**config.mk**
```make
export PLATFORM = sky130hd
export DESIGN_NAME = cmp_imm_pipe
export DESIGN_NICKNAME = d
export VERILOG_FILES = /design/src/rtl/cmp_imm_pipe.sv
export SDC_FILE = /design/constraint.sdc
export NUM_CORES = 1
export LEC_CHECK = 0
export ABC_AREA = 1
export CAP_MARGIN = 25
export CORE_MARGIN = 4
export CORE_UTILIZATION = 35
export DETAILED_ROUTE_END_ITERATION = 16
export PLACE_DENSITY = 0.67
export RECOVER_POWER = 100
export SLEW_MARGIN = 20
export SYNTH_ARGS = -nofsm -noshare
export SYNTH_HDL_FRONTEND = slang
export SYNTH_SLANG_ARGS = --single-unit
```
**constraint.sdc**
```tcl
create_clock -name CLK -period 1.98 [get_ports CLK]
set_input_delay 0.495 -clock CLK [delete_from_list [all_inputs] [get_ports CLK]]
set_output_delay 0.495 -clock CLK [all_outputs]
set_load 0.01 [all_outputs]
```
**src/rtl/cmp_imm_pipe.sv**
```systemverilog
// cmp_imm_pipe: compares each valid token against immediate I using a runtime-selected relation.
// Latency: DEPTH enabled cycles from presentation to R_OUT/D_OUT; one token per enabled cycle.
// Backpressure: none; EN=0 freezes the whole pipe and a token presented then is not consumed.
module cmp_imm_pipe #(
    parameter int N      = 16,
    parameter int I      = 1,
    parameter int SIGNED = 0,
    parameter int DEPTH  = 1,
    parameter int CW     = 16
) (
    input  logic          CLK,
    input  logic          RST,
    input  logic          EN,
    input  logic          CLR,
    input  logic          R_IN,
    input  logic [N-1:0]  D_IN,
    input  logic [2:0]    OP,
    output logic          R_OUT,
    output logic [N-1:0]  D_OUT,
    output logic [CW-1:0] HIT_CNT
);

    localparam logic [N-1:0] IMM = N'(I);

    logic             w_eq;
    logic             w_lt;
    logic             w_res;
    logic             w_hit;
    logic [DEPTH-1:0] w_v_nxt;
    logic [DEPTH-1:0] w_r_nxt;
    logic [DEPTH-1:0] r_v;
    logic [DEPTH-1:0] r_r;
    logic [CW-1:0]    r_cnt;

    always_comb begin
        w_eq = (D_IN == IMM);
        if (SIGNED != 0) begin
            w_lt = ($signed(D_IN) < $signed(IMM));
        end else begin
            w_lt = (D_IN < IMM);
        end
    end

    always_comb begin
        w_res = 1'b0;
        case (OP)
            3'd0:    w_res = w_eq;
            3'd1:    w_res = ~w_eq;
            3'd2:    w_res = w_lt;
            3'd3:    w_res = w_lt | w_eq;
            3'd4:    w_res = ~(w_lt | w_eq);
            3'd5:    w_res = ~w_lt;
            3'd6:    w_res = 1'b0;
            default: w_res = 1'b1;
        endcase
    end

    // A bubble leaves the stage-0 result untouched so D_OUT can keep the last result.
    generate
        if (DEPTH == 1) begin : g_single
            assign w_v_nxt = R_IN;
            assign w_r_nxt = R_IN ? w_res : r_r[0];
            assign w_hit   = R_IN & w_res;
        end else begin : g_multi
            assign w_v_nxt = {r_v[DEPTH-2:0], R_IN};
            assign w_r_nxt = {r_r[DEPTH-2:0], (R_IN ? w_res : r_r[0])};
            assign w_hit   = r_v[DEPTH-2] & r_r[DEPTH-2];
        end
    endgenerate

    always_ff @(posedge CLK or negedge RST) begin
        if (!RST) begin
            r_v <= '0;
            r_r <= '0;
        end else if (EN) begin
            r_v <= w_v_nxt;
            r_r <= w_r_nxt;
        end
    end

    // Counts on the edge a true token lands in the last stage; clear wins even when disabled.
    always_ff @(posedge CLK or negedge RST) begin
        if (!RST) begin
            r_cnt <= '0;
        end else if (CLR) begin
            r_cnt <= '0;
        end else if (EN && w_hit && (r_cnt != {CW{1'b1}})) begin
            r_cnt <= r_cnt + 1'b1;
        end
    end

    assign R_OUT   = r_v[DEPTH-1];
    assign D_OUT   = N'(r_r[DEPTH-1]);
    assign HIT_CNT = r_cnt;

endmodule

```
==> impl_metrics.toml, run 1 <==
[cells_and_area]
nFillCells = 381
final_cell_area_um2 = 2120
ff_latch_area_um2 = 450
final_nets = 285
utilization_pct = 52.3
antenna_cells = 0
final_cells = 309
drive_gt1_share_pct = 14.3
multi_input_area_um2 = 933
syn2layout_area_growth_pct = 42.5

[critical_path]
crit_path_end_kind = "register"
crit_arrival_ps = 2130
cp_max_fo = 8
cp-start-kind = "input port"
r2r_setup_slack_ps = 180
path_class = "input port to register"
rr_startpoint = "HIT_CNT[0]"
critPathTopFamily = "simple AND/OR/NAND/NOR gates"
path_cells = "clkdlybuf4s50_1 -> nor2_1 -> nand2_1 -> nor2_4 -> nand2_2 -> nand2_2 -> nand2_2 -> nand3_2 -> nor2_4 -> nor2_4 -> clkbuf_16 -> nand4_1 -> nand2_1"
crit_path_top_delay_cell = "clkdlybuf4s50_1"
critPathRequiredTime_ps = 2170
critPathBufInv = 2
startpoint = "D_IN[8]"
slowest_delay_ps = 390

[sta]
tns_ps = 0
finalCriticalPeriod_ps = 1940
setup_ws_ps = 42.7
finalCritPeriodShare_pct = 97.8
finClkSkew_ps = 4.75
hold_slack_ps = 486
setup_viol = 0
fmax_mhz = 516
tightest_slew_ps = 997
drv_slew = 0
hold_viol_final = 0
slew_headroom_pct = 33.5

[synth]
ys_types = 25
yosys_warnings = 0
syn_avg_cell_area_um2 = 7.00
synthCells = 213
ys_seq_area_share_pct = 30.2
synth.ff_latch_count = 18
netlist_area_um2 = 1490

[floorplanning]
die_w_um = 73.3
die_h_um = 73.3
coreArea_um2 = 4060
start_util_pct = 36.7
die_area_um2 = 5370
num_rows = 23
ios = 57

[placed_design]
dp_hpwl_um = 2590
place_ws_ps = -282
port-buffer-count = 41
place_area_um2 = 1890
place_inst = 301
place_congestion = 0.813

[clocking]
cts_buffers = 3
clk_pin_slew_worst_paths_ps = 60
clockBufferDepth = 2
cts_tree = "built"
clock_sinks = 18
clk_latency_ps = 260
root_buffer = "clkbuf_8"
cts_htree_levels = 1

[routing]
wl_per_cell_um = 12.2
drc = 0
wirelength_um = 3760
drt_iter0_markers = 91
vias = 1454
firstDrtPassIters = 4
vias_per_cell = 4.71
ant_nets = 0

[min_path]
hold_path_startpoint = "r_r"
hp-class = "register to register"

[run_status]
status = "finished, final reports clean"

[global_route]
grt-ovfl-total = 0
antenna_found_initial = 0
grt_pass1_vias = 1245
grt_usage_pct = 12.7
grt_max_degree = 33
grt_pass1_wl_um = 5480

[power]
p_per_area_nw_per_um2 = 394
p_leak_nw = 1.24
p_total_uw = 837
vdd_ir_drop_max_mv = 0.291

[flow_run]
drv_cap = 0
[worst reg2reg max path: cells and delay by family (launching register included)]
family	cells	cell delay, ps
and+or+nand+nor	7	840
DFF	1	410
adders and majority gates	1	230
buffers and inverters	1	220
[Yosys cell counts]
| cell | count | share of area, % |
|---|---|---|
| nand2_1 | 45 | 11 |
| inv_1 | 28 | 7.1 |
| nand3_1 | 26 | 8.7 |
| nor2_1 | 26 | 6.5 |
| nand4_1 | 19 | 8.0 |
| dfrtp_1 | 18 | 30 |
| buf_4 | 16 | 8.1 |
| xor2_1 | 11 | 6.5 |
| nor3_1 | 3 | 1.0 |
| buf_1 | 2 | 0.50 |
| buf_2 | 2 | 0.67 |
| nand2_2 | 2 | 0.84 |
| nor2_4 | 2 | 1.5 |
| o21ai_0 | 2 | 0.67 |
| a21oi_1 | 1 | 0.34 |
| buf_12 | 1 | 1.3 |
| clkbuf_4 | 1 | 0.50 |
| conb_1 | 1 | 0.25 |
| ha_1 | 1 | 0.84 |
| nand3_2 | 1 | 0.67 |
| nand3_4 | 1 | 1.2 |
| nand4_4 | 1 | 1.4 |
| nor2_2 | 1 | 0.42 |
| nor3b_2 | 1 | 0.84 |
| xnor2_1 | 1 | 0.59 |
[kinds of logic after synthesis]
| group | after synthesis | share of synthesized area (%) |
|---|---|---|
| AND/OR/NAND/NOR | 128 | 42.5 |
| flip-flops | 18 | 30.2 |
| AO/OA/AOI/OAI | 3 | 1.01 |
| other | 1 | 0.252 |
| buffers and inverters | 50 | 18.1 |
| adder cells (fa/ha/maj) | 1 | 0.839 |
| XOR/XNOR | 12 | 7.05 |
[registers in the layout (all words and copies together) (netlist names)]
| name | flops |
|---|---|
| HIT_CNT | 16 |
| R_OUT | 1 |
| r_r | 1 |
[final timing paths]
check,cells past startpoint,endpoint
hold reg to reg,2,r_r
hold / removal,2,r_r
setup reg to reg,9,HIT_CNT[10]
max in group asynchronous,2,HIT_CNT[13]
setup / recovery,13,HIT_CNT[9]
min in group asynchronous,2,HIT_CNT[8]
[repair_timing]
item / 4_1_cts / 5_1_grt
hold buffers: 0 / 0
setup buffers: 1 / 1
gates resized for setup: 1 / 32
cloned: 0 / 2
endpoints found under the setup margin: 5 / 16
pin swaps: 1 / 19
[cell type report]
cell class / count / share of cell area, %
well taps: 50 / 2.95
inverters: 28 / 4.95
clock buffers: 4 / 2.59
multi-input cells: 160 / 44.0
flip-flops and latches: 18 / 21.2
repair buffers: 49 / 24.3
[cell usage in the layout (no fill, tap or decap)]
cell / count
o21ai_0: 2
nand2_4: 1
buf_4: 5
nor2_1: 22
dlymetal6s2s_1: 8
nand3_1: 22
clkdlybuf4s50_1: 14
dfrtp_1: 18
xnor2_1: 1
ha_1: 1
xor2_1: 11
dlygate4sd3_1: 19
conb_1: 15
nand4_1: 19
nand2_2: 8
inv_1: 27
nand3_4: 4
nand2_1: 38
buf_12: 1
nor2_2: 1
clkbuf_8: 4
clkbuf_1: 1
nor3_1: 3
nor3b_4: 1
clkbuf_16: 1
inv_2: 1
a21oi_1: 1
nor2_4: 6
nand3_2: 3
nand4_4: 1
[per-layer routing]
metal  wire length [um]  global-route usage (%)  share of wire, %
met1               1700                    16.4                45
met2               1850                    21.7                49
met3                155                    3.42               4.1
met4                 49                    1.84               1.3
met5                  0                       0                 0
[power breakdown]
part	internal, mW	switching [mW]
sequential	0.374	0.00380
combinational	0.0730	0.0865
clock	0.177	0.123
Power figures use the tool's default switching activity.
==> inputs of run 2 (changes only) <==
--- a/config.mk
+++ b/config.mk
@@ -12,6 +12,7 @@
 export DETAILED_ROUTE_END_ITERATION = 16
 export PLACE_DENSITY = 0.67
 export RECOVER_POWER = 100
+export SETUP_SLACK_MARGIN = 0.02
 export SLEW_MARGIN = 20
 export SYNTH_ARGS = -nofsm -noshare
 export SYNTH_HDL_FRONTEND = slang
==> run 2 against run 1 <==
  * Non-clock buffer count is the same
  * Critical path depth is 3 lower
  * Clock power about the same
  * Setup slack better by 34 ps
  * Sequential cell count unchanged
  * Critical path type unchanged
==> impl_metrics.toml, run 2 (same netlist as run 1, synthesis figures left out) <==
[clocking]
root_buffer = "clkbuf_8"
clk_pin_slew_worst_paths_ps = 60
clk_latency_ps = 260
cts_htree_levels = 1
clockBufferDepth = 2
clock_sinks = 18
cts_buffers = 3
cts_tree = "built"

[cells_and_area]
multi_input_area_um2 = 931
final_common_cell = "nand2_1"
utilization_pct = 52.7
largest_reg_flops = 16
ff_latch_area_um2 = 450
antenna_cells = 0
drive_gt1_share_pct = 14.7
final_nets = 285
nFillCells = 384
final_cells = 309
layout_common_cells = "nand2_1 (38), inv_1 (28), nand3_1 (22)"
final_cell_area_um2 = 2140
syn2layout_area_growth_pct = 43.5

[critical_path]
cpMostUsedCell = "nor2_4"
cp_max_fo = 8
critPathRequiredTime_ps = 2170
rr_worst_depth = 9
crit_path_end_kind = "register"
crit_path_top_delay_cell = "clkdlybuf4s50_1"
path_cells = "clkdlybuf4s50_1 -> inv_1 -> nor2_1 -> nand3_4 -> nand3_2 -> nor2_4 -> nor2_4 -> clkbuf_16 -> nand4_1 -> nand2_1"
cp-start-kind = "input port"
crit_arrival_ps = 2100
slowest_delay_ps = 570
path_class = "input port to register"

[floorplanning]
die_w_um = 73.3
ios = 57
die_area_um2 = 5370
start_util_pct = 36.7
coreArea_um2 = 4060
die_h_um = 73.3
num_rows = 23

[sta]
finalCritPeriodShare_pct = 96.1
finClkSkew_ps = 6.86
setup_viol = 0
drv_slew = 0
hold_viol_final = 0
fmax_mhz = 525
finalCriticalPeriod_ps = 1900
tightest_slew_ps = 979
setup_ws_ps = 76.5
slew_headroom_pct = 34.7

[min_path]
min_path_cells = 2
hp-class = "register to register"

[run_status]
status = "finished, final reports clean"

[global_route]
grt_pass1_vias = 1245
grt-ovfl-total = 0
grt_pass1_wl_um = 5480
antenna_found_initial = 0
grt_max_degree = 33
grt_usage_pct = 12.7

[power]
combPwrFrac_pct = 18.8
cellInternalPower_uw = 621
p_seq_share_pct = 45.2
vdd_ir_drop_max_mv = 0.288
p_total_uw = 836
switching_share_pct = 25.7
p_per_area_nw_per_um2 = 391
p_leak_nw = 1.31
p_clk_share_pct = 36.0
p_switching_uw = 215

[routing]
wl_per_cell_um = 12.5
vias = 1497
drc = 0
drt_iter0_markers = 88
firstDrtPassIters = 4
vias_per_cell = 4.84
wirelength_um = 3880
ant_nets = 0

[placed_design]
port-buffer-count = 41
place_ws_ps = -282
place_inst = 301
place_area_um2 = 1890
place_congestion = 0.813
dp_hpwl_um = 2590

[flow_run]
drv_cap = 0
run 2: cell types whose count changed in the layout (fill, tap and decap cells not counted), sizes merged:
cell and delta:
dlymetal6s2s +7, clkdlybuf4s50 -7
run 2: area by class of cell:
class	instances	area share [%]
clock buffers	4	2.57
inverters	28	4.92
repair buffers	49	25.0
well taps	50	2.93
flip-flops and latches	18	21.1
multi-input cells	160	43.5
run 2: critical path: cells and delay by family:
kind	cells	cell delay (ps)
buffers and inverters	3	820
AND/OR/NAND/NOR	7	780
run 2: path summary, 6_finish.rpt:
kind	startpoint	to	slack, ps
min in group asynchronous	RST	HIT_CNT[8]	910
worst min-delay path	r_r	r_r	490
max in group asynchronous	RST	HIT_CNT[13]	480
worst max-delay path	OP[2]	HIT_CNT[9]	80
worst max register to register	HIT_CNT[0]	HIT_CNT[10]	190
worst min register to register	r_r	r_r	490
run 2: power groups by stage:
| stage | logic, mW | registers, mW | clock network (mW) |
|---|---|---|---|
| floorplan | 0.0893 | 0.386 | 0 |
| detailed placement | 0.138 | 0.385 | 0 |
| finish | 0.157 | 0.377 | 0.301 |
| global placement | 0.137 | 0.385 | 0 |
| CTS | 0.143 | 0.378 | 0.312 |
| global route | 0.171 | 0.378 | 0.335 |
run 2: layer usage:
metal | global-route usage (%) | vias to the layer above | routed length, um
li1 | - | 754 | -
met1 | 16.4 | 693 | 1690
met2 | 21.7 | 43 | 1950
met3 | 3.42 | 7 | 183
met4 | 1.84 | 0 | 49
met5 | 0 | - | 0
run 2: repair_timing:
action / 4_1_cts / 5_1_grt
cloned: 0 / 2
endpoints found under the setup margin: 16 / 16
resized for setup: 1 / 41
pin swaps: 1 / 23
buffers inserted: 1 / 1
hold buffers: 0 / 0
run 2: metrics by stage:
stage / setup TNS, ps / hold slack (ps)
3_5_place_dp: -4350 / 482
4_1_cts: 0 / 497
5_1_grt: -9.57 / 535
2_1_floorplan: 0 / 199
3_3_place_gp: -3590 / 496
6_report: 0 / 485
==> inputs of run 3 (changes only) <==
--- a/config.mk
+++ b/config.mk
@@ -6,7 +6,7 @@
 export NUM_CORES = 1
 export LEC_CHECK = 0
 export ABC_AREA = 1
-export CAP_MARGIN = 25
+export CAP_MARGIN = 20
 export CORE_MARGIN = 4
 export CORE_UTILIZATION = 35
 export DETAILED_ROUTE_END_ITERATION = 16
==> results of run 3 <==
Final layout, timing and power as in run 2 (identical DEF).
